<file path="src/rtl/tx_clk_pkg.sv">
// rtl/tx_clk_pkg.sv - shared types and constants for the clock-enable scheduler
package tx_clk_pkg;

    localparam int CNT_W = 5;

    localparam logic [2:0] RATE_DIV1  = 3'd0;
    localparam logic [2:0] RATE_DIV2  = 3'd1;
    localparam logic [2:0] RATE_DIV4  = 3'd2;
    localparam logic [2:0] RATE_DIV8  = 3'd3;
    localparam logic [2:0] RATE_DIV16 = 3'd4;
    localparam logic [2:0] RATE_DIV32 = 3'd5;

    typedef enum logic [1:0] {
        ST_IDLE   = 2'd0,
        ST_RUN    = 2'd1,
        ST_SWITCH = 2'd2,
        ST_STOP   = 2'd3
    } state_t;

    // Codes 6 and 7 have no divider of their own and clamp to the slowest rate.
    function automatic logic [2:0] sat_rate(input logic [2:0] code);
        return (code > RATE_DIV32) ? RATE_DIV32 : code;
    endfunction

endpackage

</file>
<file path="src/rtl/clk_en_sched_if.sv">
// rtl/clk_en_sched_if.sv - rate-update handshake bundle
interface clk_en_sched_if;
    logic [2:0] rate_sel;
    logic       rate_vld;
    logic       rate_rdy;

    modport master (output rate_sel, output rate_vld, input  rate_rdy);
    modport slave  (input  rate_sel, input  rate_vld, output rate_rdy);
endinterface

</file>
<file path="src/rtl/clk_en_decode.sv">
// rtl/clk_en_decode.sv - phase counter to clock-enable strobe decode
module clk_en_decode
    import tx_clk_pkg::*;
(
    input  logic [CNT_W-1:0] cnt,
    input  logic             active,
    output logic             en_2,
    output logic             en_4,
    output logic             en_8,
    output logic             en_16,
    output logic             en_32
);

    // A divide-by-N strobe fires when the low log2(N) phase bits are all ones,
    // so every strobe lines up on the last cycle of the 32-cycle frame.
    always_comb begin
        en_2  = active &   cnt[0];
        en_4  = active & (&cnt[1:0]);
        en_8  = active & (&cnt[2:0]);
        en_16 = active & (&cnt[3:0]);
        en_32 = active & (&cnt[4:0]);
    end

endmodule

</file>
<file path="src/rtl/clk_en_sched.sv">
// rtl/clk_en_sched.sv - frame-aligned clock-enable scheduler with rate switching
module clk_en_sched
    import tx_clk_pkg::*;
(
    input  logic                 clk,
    input  logic                 rst,
    input  logic                 start,
    input  logic                 stop,
    clk_en_sched_if.slave        rate,
    output logic                 en_2,
    output logic                 en_4,
    output logic                 en_8,
    output logic                 en_16,
    output logic                 en_32,
    output logic                 en_sel,
    output logic                 busy
);

    state_t           state_q, state_d;
    logic [CNT_W-1:0] cnt_q, cnt_d;
    logic [2:0]       rate_q, rate_d;
    logic [2:0]       pend_q, pend_d;
    logic             active;
    logic             accept;
    logic             frame_end;
    logic [2:0]       req_rate;

    assign active    = (state_q != ST_IDLE);
    assign busy      = active;
    assign rate.rate_rdy = (state_q == ST_IDLE) || (state_q == ST_RUN);
    assign accept    = rate.rate_vld && rate.rate_rdy;
    assign frame_end = (cnt_q == {CNT_W{1'b1}});
    assign req_rate  = sat_rate(rate.rate_sel);

    clk_en_decode u_decode (
        .cnt    (cnt_q),
        .active (active),
        .en_2   (en_2),
        .en_4   (en_4),
        .en_8   (en_8),
        .en_16  (en_16),
        .en_32  (en_32)
    );

    // Pick the strobe matching the rate currently in force.
    always_comb begin
        en_sel = 1'b0;
        case (rate_q)
            RATE_DIV1:  en_sel = active;
            RATE_DIV2:  en_sel = en_2;
            RATE_DIV4:  en_sel = en_4;
            RATE_DIV8:  en_sel = en_8;
            RATE_DIV16: en_sel = en_16;
            RATE_DIV32: en_sel = en_32;
            default:    en_sel = 1'b0;
        endcase
    end

    // Next-state logic: rate changes and stops are deferred to the frame boundary.
    always_comb begin
        state_d = state_q;
        cnt_d   = (state_q == ST_IDLE) ? '0 : cnt_q + {{(CNT_W-1){1'b0}}, 1'b1};
        rate_d  = rate_q;
        pend_d  = pend_q;
        case (state_q)
            ST_IDLE: begin
                // Nothing is running, so an accepted rate takes effect at once.
                if (accept) begin
                    rate_d = req_rate;
                    pend_d = req_rate;
                end
                if (start && !stop) begin
                    state_d = ST_RUN;
                end
            end
            ST_RUN: begin
                if (accept) begin
                    pend_d = req_rate;
                end
                if (stop) begin
                    state_d = ST_STOP;
                end else if (accept) begin
                    state_d = ST_SWITCH;
                end
            end
            ST_SWITCH: begin
                if (stop) begin
                    state_d = ST_STOP;
                end else if (frame_end) begin
                    state_d = ST_RUN;
                    rate_d  = pend_q;
                end
            end
            ST_STOP: begin
                if (frame_end) begin
                    state_d = ST_IDLE;
                    rate_d  = pend_q;
                end
            end
            default: begin
                state_d = ST_IDLE;
            end
        endcase
    end

    // State, phase counter and rate registers; reset aborts any frame in flight.
    always_ff @(posedge clk or negedge rst) begin
        if (!rst) begin
            state_q <= ST_IDLE;
            cnt_q   <= '0;
            rate_q  <= RATE_DIV32;
            pend_q  <= RATE_DIV32;
        end else begin
            state_q <= state_d;
            cnt_q   <= cnt_d;
            rate_q  <= rate_d;
            pend_q  <= pend_d;
        end
    end

endmodule

</file>
<file path="src/flat_wrapper.sv">
// flat-port wrapper written by rule: the top's interface ports become plain ports
module clk_en_sched_flat import tx_clk_pkg::*;
  (clk, rst, start, stop, en_2, en_4, en_8, en_16, en_32, en_sel, busy, rate_rate_sel, rate_rate_vld, rate_rate_rdy);
  clk_en_sched_if rate_i ();
  input  logic clk;
  input  logic rst;
  input  logic start;
  input  logic stop;
  output logic en_2;
  output logic en_4;
  output logic en_8;
  output logic en_16;
  output logic en_32;
  output logic en_sel;
  output logic busy;
  input wire logic [$bits(rate_i.rate_sel)-1:0] rate_rate_sel;
  input wire logic [$bits(rate_i.rate_vld)-1:0] rate_rate_vld;
  output wire logic [$bits(rate_i.rate_rdy)-1:0] rate_rate_rdy;
  assign rate_i.rate_sel = rate_rate_sel;
  assign rate_i.rate_vld = rate_rate_vld;
  assign rate_rate_rdy = rate_i.rate_rdy;
  clk_en_sched u_core (.clk(clk), .rst(rst), .start(start), .stop(stop), .rate(rate_i), .en_2(en_2), .en_4(en_4), .en_8(en_8), .en_16(en_16), .en_32(en_32), .en_sel(en_sel), .busy(busy));
endmodule
</file>
<file path="config.mk">
export PLATFORM = sky130hd
export DESIGN_NAME = clk_en_sched_flat
export DESIGN_NICKNAME = d
export VERILOG_FILES = /design/src/rtl/tx_clk_pkg.sv /design/src/rtl/clk_en_sched_if.sv /design/src/rtl/clk_en_decode.sv /design/src/rtl/clk_en_sched.sv /design/src/flat_wrapper.sv
export SDC_FILE = /design/constraint.sdc
export NUM_CORES = 1
export LEC_CHECK = 0
export CAP_MARGIN = 15
export CORE_UTILIZATION = 51
export DETAILED_ROUTE_END_ITERATION = 8
export HOLD_SLACK_MARGIN = 0.03
export PLACE_DENSITY = 0.84
export SYNTH_ARGS = -nofsm -noshare
export SYNTH_HDL_FRONTEND = slang
export SYNTH_HIERARCHICAL = 1
export SYNTH_SLANG_ARGS = --single-unit
</file>
<file path="constraint.sdc">
create_clock -name clk -period 5.34 [get_ports clk]
set_input_delay 1.335 -clock clk [delete_from_list [all_inputs] [get_ports clk]]
set_output_delay 1.335 -clock clk [all_outputs]
set_load 0.03 [all_outputs]
</file>
# == Word level (Yosys, flattened, before mapping) ==
# Cells that the tools add are included.
# totals
inputBits,8
out_inout_bits,8
reg_bits,13
# op_classes
muxes,14
eq_ne,15
reduce_logical,16
n_bitwise,5
magnitude_cmp,1
n_addsub,1
# ops
cell,n
2-to-1 mux 2 bit,6
2-to-1 mux 3 bit,4
case mux 3 bit (3 select lines),1
case mux 2 bit (4 select lines),1
AND reduction 4 bit,2
"== test 3 x 2 -> 1 bit, second input constant",2
"== test 3 bit, second input constant",2
"!= test 3 x 2 -> 1 bit, second input constant",2
case mux 1 bit (6 select lines),1
AND reduction 3 bit,2
"adder 5 x 1 -> 5 bit, second input constant",1
AND 1 bit,5
"== test 5 bit, second input constant",1
2-to-1 mux 5 bit,1
AND reduction 5 bit,1
"== test 2 bit, second input constant",2
"!= test 2 x 1 -> 1 bit, second input constant",2
"!= test 2 bit, second input constant",2
AND reduction 2 bit,2
"== test 3 x 1 -> 1 bit, second input constant",1
"> comparator 3 bit, second input constant",1
logical NOT 3 bit,1
nonzero test 3 bit,1
"== test 2 x 1 -> 1 bit, second input constant",1
other kinds (6),7

# == Logic depth before layout (Yosys ltp) ==
# Gate-level depths: netlist of the first run.
# depth
depth_word,6
mapped_depth,8
ltp_nobuf,7

# == Hierarchy ==
# Netlist of the first run, hierarchy kept.
# by_module_without_submodules
module,area_per_inst_um2,cells_each,n_inst
clk_en_sched,666.9,59,1
clk_en_decode,42.5,5,1

# == Worst setup path before layout of the first run ==
# No wires, ideal clock.
# synth_timing
kind,reg2out
from,register u_core.state_q[1]
to,output en_sel
path_slack_ns,1.910
stages_incl_launch_ff,8
t_arrival_ns,2.095
path_cell_list,dfrtp_1 -> buf_6 -> nor2_4 -> inv_2 -> and3_4 -> and4_1 -> mux4_2 -> mux2_2
# synth_via
elab_chain_len,3
word_cells_on_any_way,7
classes_between,1 x mux; 5 x bitwise; 1 x reduce/logical
# synth_rtl
element,line,text
"start, declared",clk_en_sched.sv:19,"state_t state_q, state_d;"
"start signal, assigned",clk_en_sched.sv:114,state_q <= state_d;
nonzero test 2 bit,clk_en_sched.sv:28,assign active = (state_q != ST_IDLE);
named net busy,flat_wrapper.sv:15,output logic busy;
AND 1 bit,clk_en_decode.sv:18,en_4 = active & (&cnt[1:0]);
named net en_4,flat_wrapper.sv:10,output logic en_4;
case mux 1 bit (6 select lines),clk_en_sched.sv:48,case (rate_q)
"end, declared",flat_wrapper.sv:14,output logic en_sel;
# The timed path passes the listed nets, and every way through them passes these cells.

# == Final worst setup path of the first run ==
# layout_timing
from,register u_core.state_q[1]
to,output en_sel
# layout_via
elab_chain_len,3
word_cells_on_any_way,7
classes_between,1 x mux; 5 x bitwise; 1 x reduce/logical
# layout_rtl
element,line
nonzero test 2 bit (*),clk_en_sched.sv:28
AND 1 bit (on tied branches),n/a
case mux 1 bit (6 select lines) (*),clk_en_sched.sv:48
# Mark *: on every way between the ends. The rest lies on a longest branch, timed or not.

==> results of run 1 <==
## power groups by stage
| stage | sequential, mW | combinational (mW) | clock (mW) |
|---|---|---|---|
| 2_1_floorplan | 0.173 | 0.135 | 0 |
| 5_1_grt | 0.190 | 0.206 | 0.0645 |
| 4_1_cts | 0.184 | 0.188 | 0.0615 |
| 3_5_place_dp | 0.186 | 0.187 | 0 |
| 3_3_place_gp | 0.183 | 0.181 | 0 |
| 6_report | 0.184 | 0.186 | 0.0584 |
## layer usage
| layer | routed length (µm) | global-route usage | vias to the layer above |
|---|---|---|---|
| met5 | 0 | 0 | - |
| met4 | 0 | 0.07759 | 0 |
| met3 | 47 | 0.03409 | 0 |
| met2 | 655 | 0.3375 | 10 |
| met1 | 636 | 0.2694 | 250 |
| li1 | - | - | 264 |
## cells by family after synthesis
family          count (synthesis)  share of synthesized area
simple gates                   25                     0.2116
buf+inv                         3                    0.02644
flops                          13                     0.4656
xor+xnor                        2                    0.02470
fa+ha+maj                       2                    0.03527
mux                             8                     0.1411
compound gates                 11                    0.09523
## cells in the mapped netlist
library cell,number
a211o_1,1
a21oi_1,3
a22oi_1,1
a32o_2,1
and2_1,2
and2_2,2
and3_1,2
and3_2,1
and3_4,1
and4_1,1
buf_6,1
dfrtp_1,9
dfstp_2,4
ha_1,2
inv_1,1
inv_2,1
mux2_2,6
mux2i_1,1
mux4_2,1
nand2_1,3
nand2b_1,4
nand3_1,1
nor2_1,5
nor2_4,1
nor2b_1,1
nor3_1,1
o21ai_0,5
xnor2_1,1
xor2_1,1
## area by class of cell
cell class	count	area [µm²]	share of cell area
Multi-Input combinational cell	48	360.3	0.4034
Tap cell	15	18.77	0.02101
Timing Repair Buffer	15	150.1	0.1681
Inverter	2	7.507	0.008403
Clock buffer	4	26.28	0.02941
Sequential cell	13	330.3	0.3697
## sequential cells by signal, summed over array words and instances (netlist names)
| name | flops |
|---|---|
| u_core/state_q | 2 |
| u_core/cnt_q | 5 |
| u_core/pend_q | 3 |
| u_core/rate_q | 3 |
## layout by cell type (no fill, tap or decap), types with 2 or more instances in the layout
master	instances
clkbuf_4	3
nand2b_1	4
nor2_1	5
o21ai_0	5
and2_1	2
dfstp_2	4
ha_1	2
and2_2	2
a21oi_1	3
dfrtp_1	9
mux2_2	6
nand2_1	3
clkdlybuf4s50_1	15
and3_1	2
## critical path: stages, from the launching register on
cell and delay (ns):
dfrtp_1 0.48, nor2_4 0.20, inv_2 0.08, and3_4 0.16, and4_1 0.21, mux4_2 0.47
mux2_2 0.28, clkdlybuf4s50_1 0.59
## final timing paths
check / start / to / depth (start not counted)
worst max-delay path: u_core/state_q[1]$_DFFE_PN0P_ / en_sel / 7
worst min-delay path: u_core/pend_q[0]$_DFFE_PN1P_ / u_core/pend_q[0]$_DFFE_PN1P_ / 2
worst max register to register: u_core/cnt_q[0]$_DFF_PN0_ / u_core/rate_q[1]$_DFFE_PN0P_ / 5
worst min register to register: u_core/pend_q[0]$_DFFE_PN1P_ / u_core/pend_q[0]$_DFFE_PN1P_ / 2
max in group asynchronous: rst / u_core/rate_q[2]$_DFFE_PN1P_ / 1
min in group asynchronous: rst / u_core/state_q[0]$_DFFE_PN0P_ / 1
## stage by stage
step / cell area (µm²) / hold slack (ns) / util
after CTS: 893.4 / 0.4960 / 0.6865
after global routing: 893.4 / 0.5151 / 0.6865
after global placement: 867.1 / 0.4688 / 0.6663
final: 893.4 / 0.4929 / 0.6865
after detailed placement: 867.1 / 0.4829 / 0.6663
after floorplan: 709.4 / 0.4502 / -
==> results.md, run 1 <==
- Global Route Usage Sum: 0.2053
- Layout Cells excl Fill: 97
- Die ar.: 1544 µm²
- Area Overhead vs Synth: 25.93%
- Min-delay worst type: register to register
- RSZ-0062 raised after global routing: no
- Die height: 39.30 µm
- Static leakage: 0.3876 nW
- Setup ws final: 1.254 ns
- Io pins: 16
- Fin. Hold Viols: 0
- Cell accounting for the most synthesized area: dfrtp_1
- CTS HTree Levels: 1
- Synth area leaders: dfrtp_1, dfstp_2, mux2_2
- CTS Buffer Depth: 2
- CP Class: register to primary output
- Max Slew Vio Count: 0
- Seq cells post-synth: 13
- Total gr overflow: 0
- CTS clock-pin slew for the worst setup and hold paths: 0.08 ns
- Crit path time final: 4.086 ns
- Sequential area share after synthesis: 0.4656
- Cell count after synthesis: 64
- Hold_buf cts: 0
- Total Power: 0.4280 mW
- Num CTS Buffers: 3
- Slew headroom: 0.6174
- Proportion of layout cells with a drive suffix above 1: 0.2561
- Pwr Density: 479.1 nW/µm²
- Synth top area share: 0.3175
- Flop pwr share: 0.429
- Die Wd: 39.30 µm
- Clock share of power: 0.136
- Setup bufs post-CTS: 0
- Synthesized cell area: 709.4 µm²
- Via count: 524
- Final Setup Violations: 0
- Sw Ratio: 0.3604
- Max-cap violations: 0
- Synthesized area per cell: 11.08 µm²
- Largest net degree at the start of global routing: 14
- GP Congestion: 0.7163
- F_max: 0.2448 GHz
- Combinational Power Share: 0.434
- Tcrit/Tclk final: 0.7651
- Drt total wl: 1339 µm
- Core area: 1301 µm²
- Post-synthesis net count: 74
- Yosys cell types: 29
- Number of diodes: 0
- Clk sinks: 13
- CP Data Arrival Time: 2.75 ns
- Drt first pass iters: 4
- # nets final: 93
- Placed Cells: 93
- DRC viols: 0
- CTS tree: yes
- Vias per cell: 5.402
- Latest clock arrival within the worst-skew pair: 0.27 ns
- Initial antenna violation count: 0
- Critical path endpoint category: primary output
- Final ANT Viol Nets: 0
- Fillcell total: 111
- Sw Pwr: 0.1542 mW
- Outcome: completed
- P_int: 0.2738 mW
- # rows: 13
- CP Max Fanout: 10
- Starting Density: 0.5452
- # port buffers: 15
- Final setup TNS: 0 ns
- Clk root buf: clkbuf_4
- R2r setup slk: 3.55 ns
- Detailed Place HPWL: 1036 µm
- Final Skew: 0.004220 ns
- Vias in the first global route: 514
- Resize count post-CTS: 0
- CP Launch Type: register
- Wire length per cell: 13.80 µm
- Worst Tran Pin Value: 0.5722 ns
- Critical Path RT: 4.01 ns
- Pre-CTS setup slack: 1.564 ns
- Maximum VDD drop: 0.3174 mV
- First-pass GRT wire length: 2076 µm
- Yosys Warn Count: 6
- Number of DRC markers in iteration 0: 10
No activity file was read; power rests on OpenSTA's default activity.
==> inputs of run 2 (changes only) <==
--- a/config.mk
+++ b/config.mk
@@ -6,10 +6,10 @@
 export NUM_CORES = 1
 export LEC_CHECK = 0
 export CAP_MARGIN = 15
-export CORE_UTILIZATION = 51
+export CORE_UTILIZATION = 47
 export DETAILED_ROUTE_END_ITERATION = 8
 export HOLD_SLACK_MARGIN = 0.03
-export PLACE_DENSITY = 0.84
+export PLACE_DENSITY = 0.78
 export SYNTH_ARGS = -nofsm -noshare
 export SYNTH_HDL_FRONTEND = slang
 export SYNTH_HIERARCHICAL = 1
==> constraint.sdc (replaced) <==
create_clock -name clk -period 3.8 [get_ports clk]
set_input_delay 0.95 -clock clk [delete_from_list [all_inputs] [get_ports clk]]
set_output_delay 0.95 -clock clk [all_outputs]
set_load 0.03 [all_outputs]
==> run 2 against run 1 <==
Effect of this change:
- via count shrank 0.57%
- register-to-register slack lost 1.5 ns
- utilization shrank 2.3 points
- critical path type unchanged
- cell count is the same
- sequential cell count is the same
- hold slack lost 0.0094 ns
- sequential power grew 40%
- highest routed layer is now met4
- global-route usage grew 0.20 points
- first-iteration DRC count shrank 20%
==> results.md, run 2 (synthesized netlist as in run 1, its figures left out) <==
- # nets final: 93
- Core area: 1350 µm²
- Outcome: completed
- GR Util met1: 0.2526
- Static leakage: 0.3998 nW
- CP Launch Type: register
- CTS clock-pin slew for the worst setup and hold paths: 0.08 ns
- Global Route Usage Sum: 0.2073
- DRC viols: 0
- Worst setup path startpoint: u_core/state_q[1]$_DFFE_PN0P_
- Slew headroom: 0.6197
- Final Skew: 0.002465 ns
- Pwr Density: 672.5 nW/µm²
- Total gr overflow: 0
- Final Cell Area: 895.9 µm²
- Drt first pass iters: 4
- Hold_sp: u_core/pend_q[0]$_DFFE_PN1P_
- CP Data Arrival Time: 2.38 ns
- First-pass GRT wire length: 2145 µm
- Final Setup Violations: 0
- F_max: 0.3001 GHz
- Vias per cell: 5.371
- Largest registers: u_core/cnt_q x5, u_core/pend_q x3, u_core/rate_q x3
- Max Slew Vio Count: 0
- GR Util met2: 0.3398
- Tcrit/Tclk final: 0.8770
- Layout Cells excl Fill: 97
- Post-place instance area: 867.1 µm²
- Detailed Place HPWL: 979.9 µm
- Critical path endpoint category: primary output
- Hold Path End: u_core/pend_q[0]$_DFFE_PN1P_
- # rows: 13
- Setup bufs post-CTS: 0
- Worst reg2reg path depth: 5
- Via count: 521
- Die height: 40.85 µm
- Crit path time final: 3.332 ns
- Clk root buf: clkbuf_4
- Worst Tran Pin Value: 0.5687 ns
- Hold Path Depth: 2
- Proportion of layout cells with a drive suffix above 1: 0.2561
- Critical Path RT: 2.85 ns
- CTS Buffer Depth: 2
- Most common cell after layout, fill and taps aside: clkdlybuf4s50_1
- Resize count post-CTS: 0
- GP Congestion: 0.7452
- Wire length per cell: 13.59 µm
- Commonest cells after routing, fill and taps aside: clkdlybuf4s50_1, dfrtp_1, mux2_2, nor2_1, o21ai_0
- Number of DRC markers in iteration 0: 8
- Io pins: 16
- Number of diodes: 0
- Min-delay worst type: register to register
- Max-cap violations: 0
- M3 GR Usage: 0.08152
- RSZ-0062 raised after global routing: no
- Max reg flops: 5
- Vias in the first global route: 506
- Top reg by flops: u_core/cnt_q
- Drt total wl: 1318 µm
- FF-to-FF Start: u_core/cnt_q[0]$_DFF_PN0_
- Hold_buf cts: 0
- Starting Density: 0.5255
- CTS tree: yes
- Clk sinks: 13
- CP Max Fanout: 10
- Fillcell total: 109
- CTS HTree Levels: 1
- Final ANT Viol Nets: 0
- Maximum VDD drop: 0.3924 mV
- Placed Cells: 93
- Num CTS Buffers: 3
- Latest clock arrival within the worst-skew pair: 0.28 ns
- Largest net degree at the start of global routing: 14
- Final setup TNS: 0 ns
- Die Wd: 40.85 µm
- Fin. Hold Viols: 0
- # port buffers: 15
- Initial antenna violation count: 0
- Most Used Layer, Global Route: met2
- Reg2Reg Capture Point: u_core/rate_q[1]$_DFFE_PN0P_
- Area Overhead vs Synth: 26.28%
- R2r setup slk: 2.03 ns
- CP Class: register to primary output
- Die ar.: 1669 µm²
[run 2: changes by cell type in the layout (fill, tap and decap cells not counted), sizes merged]
cell	delta
clkdlybuf4s50	-1
dlymetal6s2s	+1
[run 2: worst max-delay path, cell delays in order, from the launching register on]
cell            delay [ns]
dfrtp_1               0.49
nor2_4                0.20
inv_2                 0.08
and3_4                0.16
and4_1                0.21
mux4_2                0.46
mux2_2                0.26
dlymetal6s2s_1        0.24
[run 2: power breakdown]
group | leakage, nW | switching [mW] | internal (mW)
registers | 0.146 | 0.0526 | 0.205
logic | 0.239 | 0.120 | 0.137
clock network | 0.0150 | 0.0467 | 0.0408
[run 2: layout make-up]
class	instances	area (µm²)	share of cell area
sequential	13	330.3	0.3687
tap	15	18.77	0.02095
inverter	2	7.507	0.008380
clock buffer	4	26.28	0.02933
timing repair buffer	15	152.6	0.1704
multi-input combinational	48	360.3	0.4022
[run 2: worst max-delay path by stage]
stage / to / depth (start not counted)
global placement: en_sel / 7
global route: en_sel / 7
detailed placement: en_sel / 7
finish: en_sel / 7
CTS: en_sel / 7
floorplan: en_sel / 7
[run 2: metal layers]
metal  vias to the layer above  wire length (µm)
li1                        259                 -
met1                       247               602
met2                        13               633
met3                         2                68
met4                         0                14
met5                         -                 0
[run 2: stage by stage]
step	utilization	hold WS, ns	power (mW)	setup slack, ns
after floorplan	-	0.4502	0.4320	0.7550
after CTS	0.6617	0.4871	0.6139	0.08240
after global placement	0.6423	0.4709	0.5143	0.4485
after detailed placement	0.6423	0.4749	0.5183	0.4061
after global routing	0.6636	0.4989	0.6490	0.3399
final	0.6636	0.4835	0.6024	0.4676
